==> src/rtl/multicycle_ctrl_if.sv <==
// ----------------------------------------------------------------------------
// multicycle_ctrl_if
// Bundles the control FSM's decode inputs, the memory handshake and the
// datapath select/enable outputs.
//   master : the control FSM (drives selects, enables, mem_req/mem_we, traps)
//   slave  : datapath + memory side (drives opcode, cmp_true, mem_ack)
// Signals:
//   opcode[6:0]   IR[6:0], valid from DECODE onward
//   cmp_true      branch compare result, valid in BRANCH
//   mem_ack       memory completes the current request this cycle
//   mem_req/mem_we, ir_write, pc_write, pc_src, alu_op[1:0],
//   alu_a_sel[1:0], alu_b_sel[1:0], reg_write, wb_sel[1:0],
//   illegal, bus_err (sticky traps), state[3:0] (debug)
// ----------------------------------------------------------------------------
interface multicycle_ctrl_if;
  logic [6:0] opcode;
  logic       cmp_true;
  logic       mem_ack;
  logic       mem_req;
  logic       mem_we;
  logic       ir_write;
  logic       pc_write;
  logic       pc_src;
  logic [1:0] alu_op;
  logic [1:0] alu_a_sel;
  logic [1:0] alu_b_sel;
  logic       reg_write;
  logic [1:0] wb_sel;
  logic       illegal;
  logic       bus_err;
  logic [3:0] state;

  modport master (
    input  opcode, cmp_true, mem_ack,
    output mem_req, mem_we, ir_write, pc_write, pc_src, alu_op,
           alu_a_sel, alu_b_sel, reg_write, wb_sel, illegal, bus_err, state
  );

  modport slave (
    output opcode, cmp_true, mem_ack,
    input  mem_req, mem_we, ir_write, pc_write, pc_src, alu_op,
           alu_a_sel, alu_b_sel, reg_write, wb_sel, illegal, bus_err, state
  );
endinterface

==> src/rtl/multicycle_ctrl.sv <==
// ----------------------------------------------------------------------------
// multicycle_ctrl
// Main control FSM of the multicycle RV32I core. Sequences
// fetch/decode/execute/memory/writeback, drives datapath selects and write
// enables, produces the alu_op code for the ALU-control decoder, and
// handshakes with the unified memory port (req/ack). Illegal opcodes and
// memory timeouts park the FSM in TRAP until reset.
// Parameters:
//   MEM_TIMEOUT  max unacknowledged mem-state cycles (0 = never time out)
//   CNT_W        timeout counter width, MEM_TIMEOUT < 2**CNT_W
// Ports:
//   clk    core clock, rising edge
//   rst_n  synchronous active-low reset
//   bus    multicycle_ctrl_if.master (decode inputs, handshake, selects)
// ----------------------------------------------------------------------------
module multicycle_ctrl #(
  parameter int MEM_TIMEOUT = 0,
  parameter int CNT_W       = 8
) (
  input  logic                  clk,
  input  logic                  rst_n,
  multicycle_ctrl_if.master     bus
);

  localparam logic [3:0] S_IDLE   = 4'd0;
  localparam logic [3:0] S_FETCH  = 4'd1;
  localparam logic [3:0] S_DECODE = 4'd2;
  localparam logic [3:0] S_EXEC_R = 4'd3;
  localparam logic [3:0] S_EXEC_I = 4'd4;
  localparam logic [3:0] S_ADDR   = 4'd5;
  localparam logic [3:0] S_MEM_RD = 4'd6;
  localparam logic [3:0] S_MEM_WR = 4'd7;
  localparam logic [3:0] S_WB_ALU = 4'd8;
  localparam logic [3:0] S_WB_MEM = 4'd9;
  localparam logic [3:0] S_BRANCH = 4'd10;
  localparam logic [3:0] S_JUMP   = 4'd11;
  localparam logic [3:0] S_TRAP   = 4'd15;

  localparam logic [6:0] OP_R     = 7'b0110011;
  localparam logic [6:0] OP_IMM   = 7'b0010011;
  localparam logic [6:0] OP_LUI   = 7'b0110111;
  localparam logic [6:0] OP_AUIPC = 7'b0010111;
  localparam logic [6:0] OP_LOAD  = 7'b0000011;
  localparam logic [6:0] OP_STORE = 7'b0100011;
  localparam logic [6:0] OP_BR    = 7'b1100011;
  localparam logic [6:0] OP_JAL   = 7'b1101111;
  localparam logic [6:0] OP_JALR  = 7'b1100111;

  // ALU operand select codes
  localparam logic [1:0] A_PC    = 2'b00;
  localparam logic [1:0] A_OLDPC = 2'b01;
  localparam logic [1:0] A_RS1   = 2'b10;
  localparam logic [1:0] A_ZERO  = 2'b11;
  localparam logic [1:0] B_RS2   = 2'b00;
  localparam logic [1:0] B_IMM   = 2'b01;
  localparam logic [1:0] B_FOUR  = 2'b10;

  localparam logic [CNT_W-1:0] TO_LIM = CNT_W'(MEM_TIMEOUT);

  logic [3:0]       state_q, state_d;
  logic [CNT_W-1:0] cnt_q, cnt_d;
  logic             illegal_q, illegal_d;
  logic             bus_err_q, bus_err_d;
  logic             jalr_q, jalr_d;

  logic             in_mem;
  logic             timeout_hit;

  logic       mem_req, mem_we, ir_write, pc_write, pc_src, reg_write;
  logic [1:0] alu_op, a_sel, b_sel, wb_sel;

  assign in_mem = (state_q == S_FETCH) || (state_q == S_MEM_RD) ||
                  (state_q == S_MEM_WR);

  // The cycle that would take the count to the limit traps only if it is
  // not acked; an ack in that same cycle completes normally.
  assign timeout_hit = (MEM_TIMEOUT != 0) && in_mem && !bus.mem_ack &&
                       ((cnt_q + CNT_W'(1)) == TO_LIM);

  // Next-state logic
  always_comb begin
    state_d   = state_q;
    illegal_d = illegal_q;
    bus_err_d = bus_err_q;
    jalr_d    = jalr_q;
    case (state_q)
      S_IDLE:   state_d = S_FETCH;
      S_FETCH: begin
        if (bus.mem_ack) begin
          state_d = S_DECODE;
        end else if (timeout_hit) begin
          state_d   = S_TRAP;
          bus_err_d = 1'b1;
        end
      end
      S_DECODE: begin
        jalr_d = 1'b0;
        case (bus.opcode)
          OP_R:                    state_d = S_EXEC_R;
          OP_IMM, OP_LUI, OP_AUIPC: state_d = S_EXEC_I;
          OP_LOAD, OP_STORE:       state_d = S_ADDR;
          OP_BR:                   state_d = S_BRANCH;
          OP_JAL:                  state_d = S_JUMP;
          OP_JALR: begin
            state_d = S_EXEC_I;
            jalr_d  = 1'b1;
          end
          default: begin
            state_d   = S_TRAP;
            illegal_d = 1'b1;
          end
        endcase
      end
      S_EXEC_R: state_d = S_WB_ALU;
      S_EXEC_I: state_d = jalr_q ? S_JUMP : S_WB_ALU;
      S_ADDR:   state_d = (bus.opcode == OP_LOAD) ? S_MEM_RD : S_MEM_WR;
      S_MEM_RD: begin
        if (bus.mem_ack) begin
          state_d = S_WB_MEM;
        end else if (timeout_hit) begin
          state_d   = S_TRAP;
          bus_err_d = 1'b1;
        end
      end
      S_MEM_WR: begin
        if (bus.mem_ack) begin
          state_d = S_FETCH;
        end else if (timeout_hit) begin
          state_d   = S_TRAP;
          bus_err_d = 1'b1;
        end
      end
      S_WB_ALU, S_WB_MEM, S_BRANCH, S_JUMP: state_d = S_FETCH;
      S_TRAP:   state_d = S_TRAP;
      default:  state_d = S_IDLE;
    endcase
  end

  // Counter restarts on every state change (so on entry to each mem state)
  // and saturates rather than wrapping when no timeout is configured.
  always_comb begin
    cnt_d = cnt_q;
    if (state_d != state_q) begin
      cnt_d = '0;
    end else if (in_mem && !bus.mem_ack && (cnt_q != '1)) begin
      cnt_d = cnt_q + CNT_W'(1);
    end
  end

  // Output decode
  always_comb begin
    mem_req   = 1'b0;
    mem_we    = 1'b0;
    ir_write  = 1'b0;
    pc_write  = 1'b0;
    pc_src    = 1'b0;
    reg_write = 1'b0;
    alu_op    = 2'b00;
    a_sel     = A_PC;
    b_sel     = B_RS2;
    wb_sel    = 2'b00;
    case (state_q)
      S_FETCH: begin
        mem_req = 1'b1;
        a_sel   = A_PC;
        b_sel   = B_FOUR;
        if (bus.mem_ack) begin
          ir_write = 1'b1;
          pc_write = 1'b1;
        end
      end
      S_DECODE: begin
        // Branch/JAL target computed early into ALU-out.
        a_sel = A_OLDPC;
        b_sel = B_IMM;
      end
      S_EXEC_R: begin
        a_sel  = A_RS1;
        b_sel  = B_RS2;
        alu_op = 2'b10;
      end
      S_EXEC_I: begin
        b_sel = B_IMM;
        if (bus.opcode == OP_IMM) begin
          a_sel  = A_RS1;
          alu_op = 2'b01;
        end else if (bus.opcode == OP_LUI) begin
          a_sel = A_ZERO;
        end else if (bus.opcode == OP_AUIPC) begin
          a_sel = A_OLDPC;
        end else begin
          a_sel = A_RS1;
        end
      end
      S_ADDR: begin
        a_sel = A_RS1;
        b_sel = B_IMM;
      end
      S_MEM_RD: mem_req = 1'b1;
      S_MEM_WR: begin
        mem_req = 1'b1;
        mem_we  = 1'b1;
      end
      S_WB_ALU: begin
        reg_write = 1'b1;
        wb_sel    = 2'b00;
      end
      S_WB_MEM: begin
        reg_write = 1'b1;
        wb_sel    = 2'b01;
      end
      S_BRANCH: begin
        a_sel    = A_RS1;
        b_sel    = B_RS2;
        alu_op   = 2'b11;
        pc_write = bus.cmp_true;
        pc_src   = 1'b1;
      end
      S_JUMP: begin
        reg_write = 1'b1;
        wb_sel    = 2'b10;
        pc_write  = 1'b1;
        if (jalr_q) begin
          // JALR target rs1+imm goes straight from the ALU to the PC.
          pc_src = 1'b0;
          a_sel  = A_RS1;
          b_sel  = B_IMM;
        end else begin
          pc_src = 1'b1;
        end
      end
      default: ;
    endcase
  end

  always_ff @(posedge clk) begin
    if (!rst_n) begin
      state_q   <= S_IDLE;
      cnt_q     <= '0;
      illegal_q <= 1'b0;
      bus_err_q <= 1'b0;
      jalr_q    <= 1'b0;
    end else begin
      state_q   <= state_d;
      cnt_q     <= cnt_d;
      illegal_q <= illegal_d;
      bus_err_q <= bus_err_d;
      jalr_q    <= jalr_d;
    end
  end

  assign bus.mem_req   = mem_req;
  assign bus.mem_we    = mem_we;
  assign bus.ir_write  = ir_write;
  assign bus.pc_write  = pc_write;
  assign bus.pc_src    = pc_src;
  assign bus.alu_op    = alu_op;
  assign bus.alu_a_sel = a_sel;
  assign bus.alu_b_sel = b_sel;
  assign bus.reg_write = reg_write;
  assign bus.wb_sel    = wb_sel;
  assign bus.illegal   = illegal_q;
  assign bus.bus_err   = bus_err_q;
  assign bus.state     = state_q;

endmodule

==> src/flat_wrapper.sv <==
// flat-port wrapper written by rule: the top's interface ports become plain ports
module multicycle_ctrl_flat 
#(
  parameter int MEM_TIMEOUT = 0,
  parameter int CNT_W       = 8
)
  (clk, rst_n, bus_opcode, bus_cmp_true, bus_mem_ack, bus_mem_req, bus_mem_we, bus_ir_write, bus_pc_write, bus_pc_src, bus_alu_op, bus_alu_a_sel, bus_alu_b_sel, bus_reg_write, bus_wb_sel, bus_illegal, bus_bus_err, bus_state);
  multicycle_ctrl_if bus_i ();
  input  logic clk;
  input  logic rst_n;
  input wire logic [$bits(bus_i.opcode)-1:0] bus_opcode;
  input wire logic [$bits(bus_i.cmp_true)-1:0] bus_cmp_true;
  input wire logic [$bits(bus_i.mem_ack)-1:0] bus_mem_ack;
  output wire logic [$bits(bus_i.mem_req)-1:0] bus_mem_req;
  output wire logic [$bits(bus_i.mem_we)-1:0] bus_mem_we;
  output wire logic [$bits(bus_i.ir_write)-1:0] bus_ir_write;
  output wire logic [$bits(bus_i.pc_write)-1:0] bus_pc_write;
  output wire logic [$bits(bus_i.pc_src)-1:0] bus_pc_src;
  output wire logic [$bits(bus_i.alu_op)-1:0] bus_alu_op;
  output wire logic [$bits(bus_i.alu_a_sel)-1:0] bus_alu_a_sel;
  output wire logic [$bits(bus_i.alu_b_sel)-1:0] bus_alu_b_sel;
  output wire logic [$bits(bus_i.reg_write)-1:0] bus_reg_write;
  output wire logic [$bits(bus_i.wb_sel)-1:0] bus_wb_sel;
  output wire logic [$bits(bus_i.illegal)-1:0] bus_illegal;
  output wire logic [$bits(bus_i.bus_err)-1:0] bus_bus_err;
  output wire logic [$bits(bus_i.state)-1:0] bus_state;
  assign bus_i.opcode = bus_opcode;
  assign bus_i.cmp_true = bus_cmp_true;
  assign bus_i.mem_ack = bus_mem_ack;
  assign bus_mem_req = bus_i.mem_req;
  assign bus_mem_we = bus_i.mem_we;
  assign bus_ir_write = bus_i.ir_write;
  assign bus_pc_write = bus_i.pc_write;
  assign bus_pc_src = bus_i.pc_src;
  assign bus_alu_op = bus_i.alu_op;
  assign bus_alu_a_sel = bus_i.alu_a_sel;
  assign bus_alu_b_sel = bus_i.alu_b_sel;
  assign bus_reg_write = bus_i.reg_write;
  assign bus_wb_sel = bus_i.wb_sel;
  assign bus_illegal = bus_i.illegal;
  assign bus_bus_err = bus_i.bus_err;
  assign bus_state = bus_i.state;
  multicycle_ctrl #(.MEM_TIMEOUT(MEM_TIMEOUT), .CNT_W(CNT_W)) u_core (.clk(clk), .rst_n(rst_n), .bus(bus_i));
endmodule
==> config.mk <==
export PLATFORM = sky130hd
export DESIGN_NAME = multicycle_ctrl_flat
export DESIGN_NICKNAME = d
export VERILOG_FILES = /design/src/rtl/multicycle_ctrl_if.sv /design/src/rtl/multicycle_ctrl.sv /design/src/flat_wrapper.sv
export SDC_FILE = /design/constraint.sdc
export NUM_CORES = 1
export LEC_CHECK = 0
export ABC_CLOCK_PERIOD_IN_PS = 2800
export CAP_MARGIN = 40
export CORE_MARGIN = 1
export CORE_UTILIZATION = 45
export CTS_CLUSTER_SIZE = 25
export DETAILED_ROUTE_END_ITERATION = 10
export PLACE_DENSITY = 0.83
export SYNTH_ARGS = -nofsm -noshare
export SYNTH_HDL_FRONTEND = slang
export SYNTH_SLANG_ARGS = --single-unit
export TNS_END_PERCENT = 5
==> constraint.sdc <==
create_clock -name clk -period 2.8 [get_ports clk]
set_input_delay 0.28 -clock clk [delete_from_list [all_inputs] [get_ports clk]]
set_output_delay 0.28 -clock clk [all_outputs]
set_load 0.05 [all_outputs]
; After elaboration in Yosys (flattened, before gate mapping)
; Index checks and enable logic that the tools add are counted.
[classes]
eq_ne = 24
mux = 26
bitwise = 1
n_reduce_logical = 11
[ops]
columns = op, count
row1 = 4-bit one-hot mux with 9 select lines, 1
row2 = 7-bit by 6-bit equality test with 1-bit output (second input constant), 3
row3 = 7-bit equality test (second input constant), 3
row4 = 4-bit equality test (second input constant), 5
row5 = 4-bit one-hot mux with 5 select lines, 1
row6 = 4-bit by 3-bit equality test with 1-bit output (second input constant), 4
row7 = 7-bit by 5-bit equality test with 1-bit output (second input constant), 2
row8 = 4-bit 2-to-1 mux, 3
row9 = 2-bit one-hot mux with 3 select lines, 2
row10 = 3-bit OR reduction, 4
row11 = 1-bit 2-to-1 mux, 10
row12 = 2-bit 2-to-1 mux, 5
row13 = 9-bit OR reduction, 1
row14 = 4-bit by 2-bit equality test with 1-bit output (second input constant), 2
row15 = 2-bit one-hot mux with 4 select lines, 1
row16 = 7-bit by 2-bit equality test with 1-bit output (second input constant), 1
row17 = 2-bit inequality test (second input constant), 3
row18 = 5-bit OR reduction, 1
row19 = 4-bit by 1-bit equality test with 1-bit output (second input constant), 1
row20 = 4-bit zero test, 1
row21 = 2-bit one-hot mux with 2 select lines, 1
row22 = 4-bit OR reduction, 1
row23 = 1-bit one-hot mux with 3 select lines, 1
row24 = 3-bit AND reduction, 1
row25 = other kinds (4), 4
[word_totals]
ff_bits = 6
elab_cells = 65

; Depth between registers and ports, before layout
; Gate-level depths: netlist of the first run.
[depth]
ltp_word = 5
depth_mapped = 6
mapped_depth_nobuf = 5

; Worst setup path after synthesis of the first run
; Ideal clock, no wire load.
[synth_timing]
path_kind = register -> output
from = register u_core.state_q[1] (netlist: u_core.bus.state[1])
to = output bus_alu_b_sel[0]
arrival_time_ps = 2634
required_time_ps = 2520
slack_ps = -114
path_stages_with_launch = 7
path_buffers = 2
cell_sequence = dfxtp_1 -> buf_2 -> buf_1 -> nand2_1 -> nor2_1 -> nand2_1 -> o21ai_0
[synth_via]
elab_chain_len = 3
word_cells_on_any_way = 7
[synth_rtl]
columns = item, line_no
row1 = start: declaration, multicycle_ctrl.sv:60  ; logic [3:0] state_q, state_d;
row2 = start signal: assignment, multicycle_ctrl.sv:244  ; state_q <= state_d;
row3 = 4-bit by 2-bit equality test with 1-bit output or 4-bit by 3-bit equality test with 1-bit output (tied branches), multicycle_ctrl.sv:162  ; case (state_q)
row4 = 3-bit OR reduction (no source line), n/a
row5 = 2-bit one-hot mux with 3 select lines (*), multicycle_ctrl.sv:162
row6 = end: declaration, flat_wrapper.sv:21  ; output wire logic [$bits(bus_i.alu_b_sel)-1:0] bus_alu_b_sel;
; Every way passes the cells marked *; elsewhere a longest branch is shown, timed or not.

; Final worst setup path of the first run
[layout_timing]
from = input bus_opcode[1]
to = output bus_alu_a_sel[1]
[layout_via]
elab_chain_len = 5
word_cells_on_any_way = 7
[layout_rtl]
columns = item, line_no
row1 = start: declaration, flat_wrapper.sv:11  ; input wire logic [$bits(bus_i.opcode)-1:0] bus_opcode;
row2 = 7-bit by 5-bit equality test with 1-bit output, multicycle_ctrl.sv:189  ; end else if (bus.opcode == OP_AUIPC) begin
row3 = 2-bit 2-to-1 mux, multicycle_ctrl.sv:189
row4 = 2-bit 2-to-1 mux, multicycle_ctrl.sv:187  ; end else if (bus.opcode == OP_LUI) begin
row5 = 2-bit 2-to-1 mux (*), multicycle_ctrl.sv:184  ; if (bus.opcode == OP_IMM) begin
row6 = 2-bit one-hot mux with 4 select lines (*), multicycle_ctrl.sv:162
row7 = end: declaration, flat_wrapper.sv:20  ; output wire logic [$bits(bus_i.alu_a_sel)-1:0] bus_alu_a_sel;
; Marks and branches as above.

==> run_summary.xml, run 1 <==
<?xml version="1.0" encoding="UTF-8"?>
<metrics>
  <group name="grt">
    <metric name="maximum_number_of_pins_on_one_net_before_global_route_repair" unit="">19</metric>
    <metric name="number_of_global_route_vias_before_repair" unit="">801</metric>
    <metric name="global_route_wire_length_before_repair" unit="um">3440</metric>
    <metric name="grt.overflow.total" unit="">0</metric>
    <metric name="grt_usage" unit="">0.235</metric>
    <metric name="antenna_found_initial" unit="">0</metric>
  </group>
  <group name="clock_tree">
    <metric name="numClockSinks" unit="">6</metric>
    <metric name="cts-buffers-inserted" unit="">3</metric>
    <metric name="tritoncts" unit="">built</metric>
    <metric name="clock_path_buffers" unit="">2</metric>
    <metric name="cts-resized-gates" unit="">0</metric>
    <metric name="cts_post_setup_buffers_inserted" unit="">0</metric>
    <metric name="deepest_level_of_the_cts_h_tree" unit="">1</metric>
    <metric name="clock_insertion_delay_worst_skew" unit="ns">0.24</metric>
    <metric name="clk_transition_reported_paths" unit="ns">0.04</metric>
    <metric name="clock-root-buffer" unit="">sky130_fd_sc_hd__clkbuf_4</metric>
    <metric name="cts.hold.buffers_added" unit="">0</metric>
  </group>
  <group name="floorplanning">
    <metric name="fp.coreArea" unit="um^2">1540</metric>
    <metric name="dieArea" unit="um^2">1850</metric>
    <metric name="i_o_pin_total" unit="">31</metric>
    <metric name="fp-row-count" unit="">14</metric>
    <metric name="die-width" unit="um">43.0</metric>
    <metric name="die_h" unit="um">43.0</metric>
    <metric name="start_util" unit="">0.490</metric>
  </group>
  <group name="synthesis">
    <metric name="async_reset_ff_frac" unit="">0</metric>
    <metric name="syn_nets" unit="">126</metric>
    <metric name="post_synth_edffs" unit="">0</metric>
    <metric name="yosys.cell_types.count" unit="">43</metric>
    <metric name="flip_flop_cell_with_the_highest_count_after_synthesis" unit="">sky130_fd_sc_hd__dfxtp_1</metric>
    <metric name="synth_top_cell_by_area" unit="">sky130_fd_sc_hd__dfxtp_1</metric>
    <metric name="mappedNetlistArea" unit="um^2">756</metric>
    <metric name="synthCells" unit="">115</metric>
    <metric name="synth.most_common_cell" unit="">sky130_fd_sc_hd__nor2_1</metric>
    <metric name="yosys_register_bits" unit="">6</metric>
    <metric name="synth_top_area_share" unit="">0.159</metric>
    <metric name="avgSynthCellArea" unit="um^2">6.57</metric>
    <metric name="synth.yosys.warnings" unit="">0</metric>
    <metric name="leading_cell_types_by_count_after_synthesis" unit="">sky130_fd_sc_hd__nor2_1 (14), sky130_fd_sc_hd__nand2_1 (12), sky130_fd_sc_hd__a21oi_1 (8)</metric>
    <metric name="synth_seq_area_share" unit="">0.159</metric>
    <metric name="cell_types_with_the_largest_area_share_after_synthesis" unit="">sky130_fd_sc_hd__dfxtp_1 (16%), sky130_fd_sc_hd__nor2_1 (7.0%), sky130_fd_sc_hd__nand2_1 (6.0%)</metric>
  </group>
  <group name="hold_path">
    <metric name="holdPathStages" unit="">2</metric>
    <metric name="hold_class" unit="">reg2reg</metric>
  </group>
  <group name="outcome">
    <metric name="run_status" unit="">completed</metric>
  </group>
  <group name="sta">
    <metric name="rsz_0062_raised_after_global_routing" unit="">no</metric>
    <metric name="hold-worst-slack" unit="ns">0.450</metric>
    <metric name="max-slew-margin-rel" unit="">0.593</metric>
    <metric name="timing_max_transition_violations_final" unit="">0</metric>
    <metric name="timing.final.setup_violations" unit="">0</metric>
    <metric name="final_min_period_over_clock_period" unit="">0.904</metric>
    <metric name="finalSetupTns" unit="ns">0</metric>
    <metric name="achievable-frequency" unit="MHz">395</metric>
    <metric name="tightest_slew" unit="ns">0.602</metric>
    <metric name="period_minus_slack" unit="ns">2.53</metric>
    <metric name="skew" unit="ns">0.00961</metric>
    <metric name="finalHoldViolations" unit="">0</metric>
  </group>
  <group name="pwr">
    <metric name="vdd_ir_drop_max" unit="mV">0.690</metric>
    <metric name="p_per_area" unit="nW/um^2">1100</metric>
    <metric name="p_leak" unit="nW">0.365</metric>
  </group>
  <group name="drt">
    <metric name="total_length_of_routed_wires" unit="um">2140</metric>
    <metric name="detailedRoute.firstIterationViolations" unit="">62</metric>
    <metric name="drt_pre_antenna_iters" unit="">4</metric>
    <metric name="drc" unit="">0</metric>
    <metric name="post_drt_wl_per_cell" unit="um">13.6</metric>
    <metric name="num_vias" unit="">961</metric>
    <metric name="final_antenna_net_count" unit="">0</metric>
    <metric name="detail_route.vias_per_cell" unit="">6.12</metric>
  </group>
  <group name="setup_path">
    <metric name="setup.reg_to_reg.worst_slack" unit="ns">1.04</metric>
    <metric name="worst_setup_path_end_kind" unit="">primary output</metric>
    <metric name="worstRegToRegCells" unit="">5</metric>
    <metric name="worst-endpoint-required" unit="ns">2.52</metric>
    <metric name="cp_data_arrival_time" unit="ns">2.25</metric>
    <metric name="criticalPathCategory" unit="">in2out</metric>
    <metric name="path_max_fanout" unit="">4</metric>
    <metric name="cp-start-kind" unit="">primary input</metric>
  </group>
  <group name="place">
    <metric name="portBuffers" unit="">29</metric>
    <metric name="dp_hpwl" unit="um">1610</metric>
    <metric name="routabilityCongestion" unit="">0.903</metric>
  </group>
  <group name="cells_and_area">
    <metric name="antenna-diode-count" unit="">0</metric>
    <metric name="nets" unit="">154</metric>
    <metric name="syn2layout_area_growth" unit="%">42.7</metric>
    <metric name="share_of_post_route_cells_with_drive_strength_above_1" unit="">0.121</metric>
    <metric name="fill_cells" unit="">140</metric>
  </group>
  <group name="run">
    <metric name="max-cap-violations" unit="">0</metric>
  </group>
</metrics>
cell usage in the layout (no fill, tap or decap), drive strengths merged, types with 2 or more instances in the layout:
cell and n:
nor2 15, a21boi 4, o41ai 2, nand2 12
o221a 2, buf 6, clkbuf 3, inv 5
o21ai 6, nand2b 5, nor2b 2, a21oi 8
a31oi 4, dfxtp 6, nor3 5, or2 2
xnor2 2, nand3 4, and2 2, nor4 2
a211oi 2, clkdlybuf4s50 27
cell families (layout without fill, tap and decap cells):
group                  Yosys count  count (layout)  synth area share
AO/OA/AOI/OAI                   37              37             0.356
AND/OR/NAND/NOR                 52              52             0.341
multiplexers                     1               1            0.0132
buffers and inverters           15              41            0.0910
flip-flops                       6               6             0.159
other                            1               1           0.00496
XOR/XNOR                         3               3            0.0348
sequential cells by signal, indices dropped and copies added (netlist names):
name / count
u_core.bus.illegal: 1
u_core.bus.state: 4
u_core.jalr_q: 1
critical path: stages:
cell                              delay, ns
sky130_fd_sc_hd__clkdlybuf4s50_1       0.48
sky130_fd_sc_hd__nand2_1               0.11
sky130_fd_sc_hd__nor2_1                0.25
sky130_fd_sc_hd__nand2_1               0.12
sky130_fd_sc_hd__nor4_1                0.17
sky130_fd_sc_hd__o32ai_1               0.13
sky130_fd_sc_hd__clkdlybuf4s50_1       0.71
routing by layer:
layer	vias to the layer above	share of wire	track usage
li1	473	-	-
met1	428	0.45	0.326
met2	54	0.46	0.364
met3	6	0.069	0.0511
met4	0	0.023	0.0727
met5	-	0	0
power by group:
group | internal [W] | total (W) | switching [W]
registers | 0.000113 | 0.000192 | 0.0000795
clock network | 0.0000484 | 0.0000779 | 0.0000295
logic | 0.000327 | 0.000915 | 0.000588
total | 0.000488 | 0.00119 | 0.000697
metrics by stage:
stage	total power, W	instances	util	instance area [um^2]	setup WS (ns)
floorplan	0.000825	115	-	758	0.0326
detailed placement	0.00110	154	0.685	1060	0.275
global route	0.00126	157	0.700	1080	0.0910
global placement	0.00109	154	0.685	1060	0.355
CTS	0.00118	157	0.700	1080	0.268
finish	0.00119	157	0.700	1080	0.270
final cells by class:
| cell class | count | area [um^2] | share of cell area |
|---|---|---|---|
| flip-flops and latches | 6 | 120 | 0.111 |
| multi-input cells | 94 | 569 | 0.528 |
| well taps | 16 | 20.0 | 0.0186 |
| repair buffers | 33 | 328 | 0.304 |
| inverters | 5 | 18.8 | 0.0174 |
| clock buffers | 3 | 22.5 | 0.0209 |
final timing paths:
| path | startpoint | to |
|---|---|---|
| setup reg to reg | u_core.bus.state[1] | u_core.bus.state[3] |
| hold reg to reg | u_core.bus.illegal | u_core.bus.illegal |
| hold / removal | u_core.bus.illegal | u_core.bus.illegal |
| setup / recovery | bus_opcode[1] | bus_alu_a_sel[1] |
Note: power is estimated with default switching activity, not from simulation.
==> run 2, diff against run 1 <==
--- a/config.mk
+++ b/config.mk
@@ -5,13 +5,12 @@
 export SDC_FILE = /design/constraint.sdc
 export NUM_CORES = 1
 export LEC_CHECK = 0
-export ABC_CLOCK_PERIOD_IN_PS = 2800
-export CAP_MARGIN = 40
+export ABC_CLOCK_PERIOD_IN_PS = 2600
 export CORE_MARGIN = 1
-export CORE_UTILIZATION = 45
+export CORE_UTILIZATION = 42
 export CTS_CLUSTER_SIZE = 25
 export DETAILED_ROUTE_END_ITERATION = 10
-export PLACE_DENSITY = 0.83
+export PLACE_DENSITY = 0.79
 export SYNTH_ARGS = -nofsm -noshare
 export SYNTH_HDL_FRONTEND = slang
 export SYNTH_SLANG_ARGS = --single-unit
==> constraint.sdc (replaced) <==
create_clock -name clk -period 2.6 [get_ports clk]
set_input_delay 0.26 -clock clk [delete_from_list [all_inputs] [get_ports clk]]
set_output_delay 0.26 -clock clk [all_outputs]
set_load 0.05 [all_outputs]
==> run 2 against run 1 <==
Net effect: non-clock buffer count did not move; worst hold slack improved by 0.015 ns; total power grew 6.4%; flip-flop and latch count did not move; combinational power up 4.8%; critical path depth is 4 lower; routed wire length fell by 7.3%; count of clock-buffer cells in the layout unchanged; die area increased by 6.8%; core utilization shrank 1.7 points; global-route usage fell by 2.7 points; highest routed layer unchanged.
==> run_summary.xml, run 2 (synthesized netlist as in run 1, its figures left out) <==
<?xml version="1.0" encoding="UTF-8"?>
<metrics>
  <group name="outcome">
    <metric name="run_status" unit="">completed</metric>
  </group>
  <group name="run">
    <metric name="max-cap-violations" unit="">0</metric>
  </group>
  <group name="place">
    <metric name="dp_hpwl" unit="um">1560</metric>
    <metric name="routabilityCongestion" unit="">0.882</metric>
    <metric name="portBuffers" unit="">29</metric>
  </group>
  <group name="pwr">
    <metric name="design_power_total" unit="W">0.00126</metric>
    <metric name="p_leak" unit="nW">0.384</metric>
    <metric name="vdd_ir_drop_max" unit="mV">0.908</metric>
    <metric name="p_per_area" unit="nW/um^2">1160</metric>
  </group>
  <group name="drt">
    <metric name="num_vias" unit="">956</metric>
    <metric name="drc" unit="">0</metric>
    <metric name="total_length_of_routed_wires" unit="um">1980</metric>
    <metric name="post_drt_wl_per_cell" unit="um">12.0</metric>
    <metric name="final_antenna_net_count" unit="">0</metric>
    <metric name="detail_route.vias_per_cell" unit="">5.79</metric>
    <metric name="drt_pre_antenna_iters" unit="">4</metric>
    <metric name="detailedRoute.firstIterationViolations" unit="">32</metric>
  </group>
  <group name="setup_path">
    <metric name="cp_data_arrival_time" unit="ns">2.21</metric>
    <metric name="path_max_fanout" unit="">22</metric>
    <metric name="worstPathCellList" unit="">nand2b_1 &gt; nor2_1 &gt; clkdlybuf4s50_1</metric>
    <metric name="worst-endpoint-required" unit="ns">2.34</metric>
    <metric name="cp-start-kind" unit="">flip-flop</metric>
    <metric name="criticalPathCategory" unit="">reg2out</metric>
    <metric name="crit_path_max_incr_delay" unit="ns">0.80</metric>
    <metric name="worst_setup_path_end_kind" unit="">primary output</metric>
    <metric name="crit_slowest_cell" unit="">sky130_fd_sc_hd__clkdlybuf4s50_1</metric>
  </group>
  <group name="sta">
    <metric name="skew" unit="ns">0.00331</metric>
    <metric name="final_min_period_over_clock_period" unit="">0.950</metric>
    <metric name="finalHoldViolations" unit="">0</metric>
    <metric name="hold-worst-slack" unit="ns">0.465</metric>
    <metric name="rsz_0062_raised_after_global_routing" unit="">no</metric>
    <metric name="timing.final.setup_violations" unit="">0</metric>
    <metric name="period_minus_slack" unit="ns">2.47</metric>
    <metric name="max-slew-margin-rel" unit="">0.571</metric>
    <metric name="tightest_slew" unit="ns">0.643</metric>
    <metric name="timing_max_transition_violations_final" unit="">0</metric>
    <metric name="achievable-frequency" unit="MHz">405</metric>
  </group>
  <group name="grt">
    <metric name="grt.overflow.total" unit="">0</metric>
    <metric name="number_of_global_route_vias_before_repair" unit="">708</metric>
    <metric name="grt_usage" unit="">0.208</metric>
    <metric name="maximum_number_of_pins_on_one_net_before_global_route_repair" unit="">23</metric>
    <metric name="antenna_found_initial" unit="">0</metric>
    <metric name="global_route_wire_length_before_repair" unit="um">3110</metric>
  </group>
  <group name="floorplanning">
    <metric name="start_util" unit="">0.474</metric>
    <metric name="fp.coreArea" unit="um^2">1590</metric>
    <metric name="dieArea" unit="um^2">1970</metric>
    <metric name="i_o_pin_total" unit="">31</metric>
    <metric name="die-width" unit="um">44.4</metric>
    <metric name="fp-row-count" unit="">14</metric>
    <metric name="die_h" unit="um">44.4</metric>
  </group>
  <group name="cells_and_area">
    <metric name="layout_common_cells" unit="">sky130_fd_sc_hd__clkdlybuf4s50_1 (25), sky130_fd_sc_hd__nor2_1 (13), sky130_fd_sc_hd__nand2_1 (12), sky130_fd_sc_hd__a21oi_1 (8)</metric>
    <metric name="final-seq-area" unit="um^2">120</metric>
    <metric name="layout_commonest_cell" unit="">sky130_fd_sc_hd__clkdlybuf4s50_1</metric>
    <metric name="number_of_flip_flops_in_the_largest_register" unit="">4</metric>
    <metric name="fill_cells" unit="">154</metric>
    <metric name="syn2layout_area_growth" unit="%">44.0</metric>
    <metric name="nets" unit="">154</metric>
    <metric name="multiInputGateArea" unit="um^2">569</metric>
    <metric name="share_of_post_route_cells_with_drive_strength_above_1" unit="">0.128</metric>
    <metric name="antenna-diode-count" unit="">0</metric>
    <metric name="finalCoreUtilization" unit="">0.683</metric>
  </group>
  <group name="clock_tree">
    <metric name="clock_path_buffers" unit="">2</metric>
    <metric name="cts-buffers-inserted" unit="">3</metric>
    <metric name="cts-resized-gates" unit="">0</metric>
    <metric name="cts.hold.buffers_added" unit="">0</metric>
    <metric name="cts_post_setup_buffers_inserted" unit="">0</metric>
    <metric name="clk_transition_reported_paths" unit="ns">0.05</metric>
    <metric name="numClockSinks" unit="">6</metric>
    <metric name="deepest_level_of_the_cts_h_tree" unit="">1</metric>
    <metric name="clock_insertion_delay_worst_skew" unit="ns">0.24</metric>
    <metric name="tritoncts" unit="">built</metric>
    <metric name="clock-root-buffer" unit="">sky130_fd_sc_hd__clkbuf_4</metric>
  </group>
  <group name="hold_path">
    <metric name="hold_class" unit="">reg2reg</metric>
  </group>
</metrics>
-- run 2: changes by cell type in the layout (fill, tap and decap cells not counted) --
cell,before,now
sky130_fd_sc_hd__buf_4,5,6
sky130_fd_sc_hd__clkdlybuf4s50_1,27,25
sky130_fd_sc_hd__dlymetal6s2s_1,0,1
-- run 2: worst paths after layout --
check                           start                  end  slack [ns]  depth (start not counted)
setup / recovery  u_core.bus.state[1]        bus_alu_op[1]        0.13                          3
hold / removal     u_core.bus.illegal   u_core.bus.illegal        0.46                          2
setup reg to reg  u_core.bus.state[1]  u_core.bus.state[3]        0.77                          4
hold reg to reg    u_core.bus.illegal   u_core.bus.illegal        0.46                          2
-- run 2: through the flow --
| stage | cells | TNS, ns | setup WS, ns | area (um^2) |
|---|---|---|---|---|
| after detailed placement | 162 | 0 | 0.301 | 1060 |
| after floorplan | 115 | -0.355 | -0.147 | 758 |
| final | 165 | 0 | 0.130 | 1090 |
| after global placement | 162 | 0 | 0.373 | 1060 |
| after CTS | 165 | 0 | 0.123 | 1090 |
| after global routing | 165 | 0 | 0.0118 | 1090 |
-- run 2: area by class of cell --
type                    instances  share of cell area
repair buffers                 33               0.301
well taps                      24              0.0276
inverters                       5              0.0172
multi-input cells              94               0.523
flip-flops and latches          6               0.110
clock buffers                   3              0.0207
-- run 2: metal layers --
metal	part of all wire	track usage
met3	0.066	0.0694
met4	0.0066	0.0242
met2	0.45	0.312
met1	0.47	0.298
met5	0	0
-- run 2: report_power, final --
| part | switching (W) | internal [W] |
|---|---|---|
| registers | 0.0000964 | 0.000121 |
| logic | 0.000614 | 0.000346 |
| clock network | 0.0000316 | 0.0000521 |
| total | 0.000742 | 0.000519 |
-- run 2: worst max-delay path: cells and delay by family (launching register included) --
family                 cells  cell delay [ns]
buffers and inverters      1             0.80
flip-flops                 1             0.73
AND/OR/NAND/NOR            2             0.43
==> run 3, diff against run 2 <==
--- a/config.mk
+++ b/config.mk
@@ -6,11 +6,14 @@
 export NUM_CORES = 1
 export LEC_CHECK = 0
 export ABC_CLOCK_PERIOD_IN_PS = 2600
+export CELL_PAD_IN_SITES_DETAIL_PLACEMENT = 2
+export CELL_PAD_IN_SITES_GLOBAL_PLACEMENT = 2
+export CORE_ASPECT_RATIO = 1.4
 export CORE_MARGIN = 1
-export CORE_UTILIZATION = 42
+export CORE_UTILIZATION = 21
 export CTS_CLUSTER_SIZE = 25
 export DETAILED_ROUTE_END_ITERATION = 10
-export PLACE_DENSITY = 0.79
+export PLACE_DENSITY_LB_ADDON = 0.1
 export SYNTH_ARGS = -nofsm -noshare
 export SYNTH_HDL_FRONTEND = slang
 export SYNTH_SLANG_ARGS = --single-unit
==> constraint.sdc (replaced) <==
create_clock -name clk -period 2.6 [get_ports clk]
set_input_delay 0.26 -clock clk [delete_from_list [all_inputs] [get_ports clk]]
set_output_delay 0.26 -clock clk [all_outputs]
set_load 0.01 [all_outputs]
==> run 3 against run 2 <==
Net effect: setup slack better by 0.031 ns; total power decreased by 15%; combinational power decreased by 23%; critical path depth rose by 4; non-clock buffer count increased by 7; final area grew 7.7%; final cell count is 14% higher; clock skew shrank 0.0022 ns; global-route usage decreased by 2.7 points; via count grew 4.7%; clock power grew 63%; critical path type is now in2out.
==> run_summary.xml, run 3 (synthesized netlist as in run 1, its figures left out) <==
<?xml version="1.0" encoding="UTF-8"?>
<metrics>
  <group name="outcome">
    <metric name="run_status" unit="">completed</metric>
  </group>
  <group name="sta">
    <metric name="finalHoldViolations" unit="">0</metric>
    <metric name="tightest_slew" unit="ns">0.604</metric>
    <metric name="finalSetupTns" unit="ns">0</metric>
    <metric name="timing_max_transition_violations_final" unit="">0</metric>
    <metric name="achievable-frequency" unit="MHz">410</metric>
    <metric name="final_min_period_over_clock_period" unit="">0.938</metric>
    <metric name="skew" unit="ns">0.00107</metric>
    <metric name="rsz_0062_raised_after_global_routing" unit="">no</metric>
    <metric name="max-slew-margin-rel" unit="">0.597</metric>
    <metric name="period_minus_slack" unit="ns">2.44</metric>
    <metric name="timing.final.setup_violations" unit="">0</metric>
    <metric name="hold-worst-slack" unit="ns">0.464</metric>
  </group>
  <group name="setup_path">
    <metric name="critical_path.reg2reg.endpoint" unit="">u_core.bus.state[3]</metric>
    <metric name="criticalPathCategory" unit="">in2out</metric>
    <metric name="critical_path.startpoint" unit="">bus_opcode[0]</metric>
    <metric name="r2r_start" unit="">u_core.bus.state[1]</metric>
    <metric name="crit_path_max_incr_delay" unit="ns">0.54</metric>
    <metric name="worst_path_dominant_cell_family" unit="">buffers and inverters</metric>
    <metric name="worstSetupEndpoint" unit="">bus_alu_a_sel[0]</metric>
    <metric name="cp-start-kind" unit="">primary input</metric>
    <metric name="worstRegToRegCells" unit="">4</metric>
    <metric name="worstPathCellList" unit="">clkdlybuf4s50_1 &gt; nand2_1 &gt; nor2_2 &gt; nand2_1 &gt; or4_1 &gt; a21boi_1 &gt; clkdlybuf4s50_1</metric>
    <metric name="worst-endpoint-required" unit="ns">2.34</metric>
    <metric name="worst_setup_path_end_kind" unit="">primary output</metric>
    <metric name="path_max_fanout" unit="">4</metric>
    <metric name="crit_slowest_cell" unit="">sky130_fd_sc_hd__clkdlybuf4s50_1</metric>
    <metric name="timing.critical_path.buf_inv" unit="">2</metric>
    <metric name="setup.reg_to_reg.worst_slack" unit="ns">0.76</metric>
    <metric name="timing.critical_path.depth" unit="">7</metric>
    <metric name="cp_data_arrival_time" unit="ns">2.18</metric>
  </group>
  <group name="clock_tree">
    <metric name="clock_path_buffers" unit="">2</metric>
    <metric name="numClockSinks" unit="">6</metric>
    <metric name="deepest_level_of_the_cts_h_tree" unit="">1</metric>
    <metric name="cts.hold.buffers_added" unit="">0</metric>
    <metric name="clock_insertion_delay_worst_skew" unit="ns">0.22</metric>
    <metric name="clk_transition_reported_paths" unit="ns">0.03</metric>
    <metric name="clock-root-buffer" unit="">sky130_fd_sc_hd__clkbuf_8</metric>
    <metric name="cts-buffers-inserted" unit="">3</metric>
    <metric name="tritoncts" unit="">built</metric>
  </group>
  <group name="run">
    <metric name="max-cap-violations" unit="">0</metric>
  </group>
  <group name="floorplanning">
    <metric name="start_util" unit="">0.222</metric>
    <metric name="i_o_pin_total" unit="">31</metric>
    <metric name="die_h" unit="um">73.0</metric>
    <metric name="fp-row-count" unit="">25</metric>
    <metric name="dieArea" unit="um^2">3850</metric>
    <metric name="fp.coreArea" unit="um^2">3410</metric>
    <metric name="die-width" unit="um">52.7</metric>
  </group>
  <group name="cells_and_area">
    <metric name="number_of_flip_flops_in_the_largest_register" unit="">4</metric>
    <metric name="share_of_post_route_cells_with_drive_strength_above_1" unit="">0.149</metric>
    <metric name="nets" unit="">161</metric>
    <metric name="layout_commonest_cell" unit="">sky130_fd_sc_hd__clkdlybuf4s50_1</metric>
    <metric name="antenna-diode-count" unit="">0</metric>
    <metric name="fill_cells" unit="">407</metric>
    <metric name="layout_common_cells" unit="">sky130_fd_sc_hd__clkdlybuf4s50_1 (29), sky130_fd_sc_hd__nor2_1 (13), sky130_fd_sc_hd__nand2_1 (12), sky130_fd_sc_hd__buf_4 (11), sky130_fd_sc_hd__a21oi_1 (8)</metric>
    <metric name="syn2layout_area_growth" unit="%">55.1</metric>
  </group>
  <group name="pwr">
    <metric name="design_power_total" unit="W">0.00107</metric>
    <metric name="vdd_ir_drop_max" unit="mV">0.458</metric>
    <metric name="p_per_area" unit="nW/um^2">916</metric>
    <metric name="p_leak" unit="nW">0.401</metric>
  </group>
  <group name="place">
    <metric name="routabilityCongestion" unit="">0.773</metric>
    <metric name="dp_hpwl" unit="um">2450</metric>
    <metric name="portBuffers" unit="">29</metric>
  </group>
  <group name="hold_path">
    <metric name="hold_class" unit="">reg2reg</metric>
    <metric name="holdPathStages" unit="">2</metric>
  </group>
  <group name="drt">
    <metric name="post_drt_wl_per_cell" unit="um">16.2</metric>
    <metric name="total_length_of_routed_wires" unit="um">3050</metric>
    <metric name="detailedRoute.firstIterationViolations" unit="">11</metric>
    <metric name="num_vias" unit="">1001</metric>
    <metric name="drt_pre_antenna_iters" unit="">3</metric>
    <metric name="final_antenna_net_count" unit="">0</metric>
    <metric name="drc" unit="">0</metric>
    <metric name="detail_route.vias_per_cell" unit="">5.32</metric>
  </group>
  <group name="grt">
    <metric name="number_of_global_route_vias_before_repair" unit="">1045</metric>
    <metric name="grtUsageMet3" unit="">0.0125</metric>
    <metric name="maximum_number_of_pins_on_one_net_before_global_route_repair" unit="">20</metric>
    <metric name="global_route.peak_usage_layer" unit="">met2</metric>
    <metric name="grt.overflow.total" unit="">0</metric>
    <metric name="antenna_found_initial" unit="">0</metric>
    <metric name="grt_usage" unit="">0.181</metric>
    <metric name="global_route_wire_length_before_repair" unit="um">5130</metric>
    <metric name="groute.layer.met2.usage" unit="">0.319</metric>
    <metric name="groute.layer.met1.usage" unit="">0.232</metric>
  </group>
</metrics>
-- run 3: how the worst min path moves through the flow --
stage / startpoint / to / slack, ns
after floorplan: rst_n / u_core.bus.state[0] / 0.40
after global placement: u_core.bus.illegal / u_core.bus.illegal / 0.45
after detailed placement: u_core.bus.illegal / u_core.bus.illegal / 0.47
after CTS: u_core.bus.illegal / u_core.bus.illegal / 0.47
after global routing: u_core.bus.illegal / u_core.bus.illegal / 0.51
final: u_core.bus.illegal / u_core.bus.illegal / 0.46
-- run 3: what timing repair did --
| action | in CTS | in global routing |
|---|---|---|
| setup buffers | 0 | 0 |
| resized for setup | 0 | 1 |
| endpoints found under the setup margin | 0 | 1 |
-- run 3: per-layer routing --
metal  vias up  share of wire
met1       491           0.44
met2        23           0.53
met4         0         0.0095
met3         4          0.024
li1        483              -
met5         -              0
-- run 3: report_power, final --
group | total (W) | leakage [nW] | switching [W] | internal (W)
Sequential | 0.000195 | 0.0491 | 0.0000736 | 0.000122
Clock | 0.000136 | 0.0216 | 0.0000366 | 0.0000992
Combinational | 0.000743 | 0.330 | 0.000374 | 0.000370
-- run 3: cell type report --
cell class	instances	area, um^2	share of cell area
Multi-Input combinational cell	94	569	0.486
Clock buffer	3	41.3	0.0352
Inverter	5	18.8	0.0160
Timing Repair Buffer	40	373	0.318
Sequential cell	6	120	0.102
Tap cell	40	50.0	0.0427
-- run 3: tightest hold or removal path, cell delays in order, from the launching register on --
cell and delay (ns):
sky130_fd_sc_hd__dfxtp_1 0.30, sky130_fd_sc_hd__inv_1 0.04, sky130_fd_sc_hd__a21boi_0 0.06
-- run 3: metrics by stage --
stage | util | setup WS (ns) | area, um^2 | std cells
6_report | 0.344 | 0.161 | 1170 | 188
5_1_grt | 0.344 | 0.0516 | 1170 | 188
4_1_cts | 0.343 | 0.127 | 1170 | 188
3_5_place_dp | 0.331 | 0.134 | 1130 | 185
3_3_place_gp | 0.331 | 0.169 | 1130 | 185
2_1_floorplan | - | 0.959 | 756 | 115
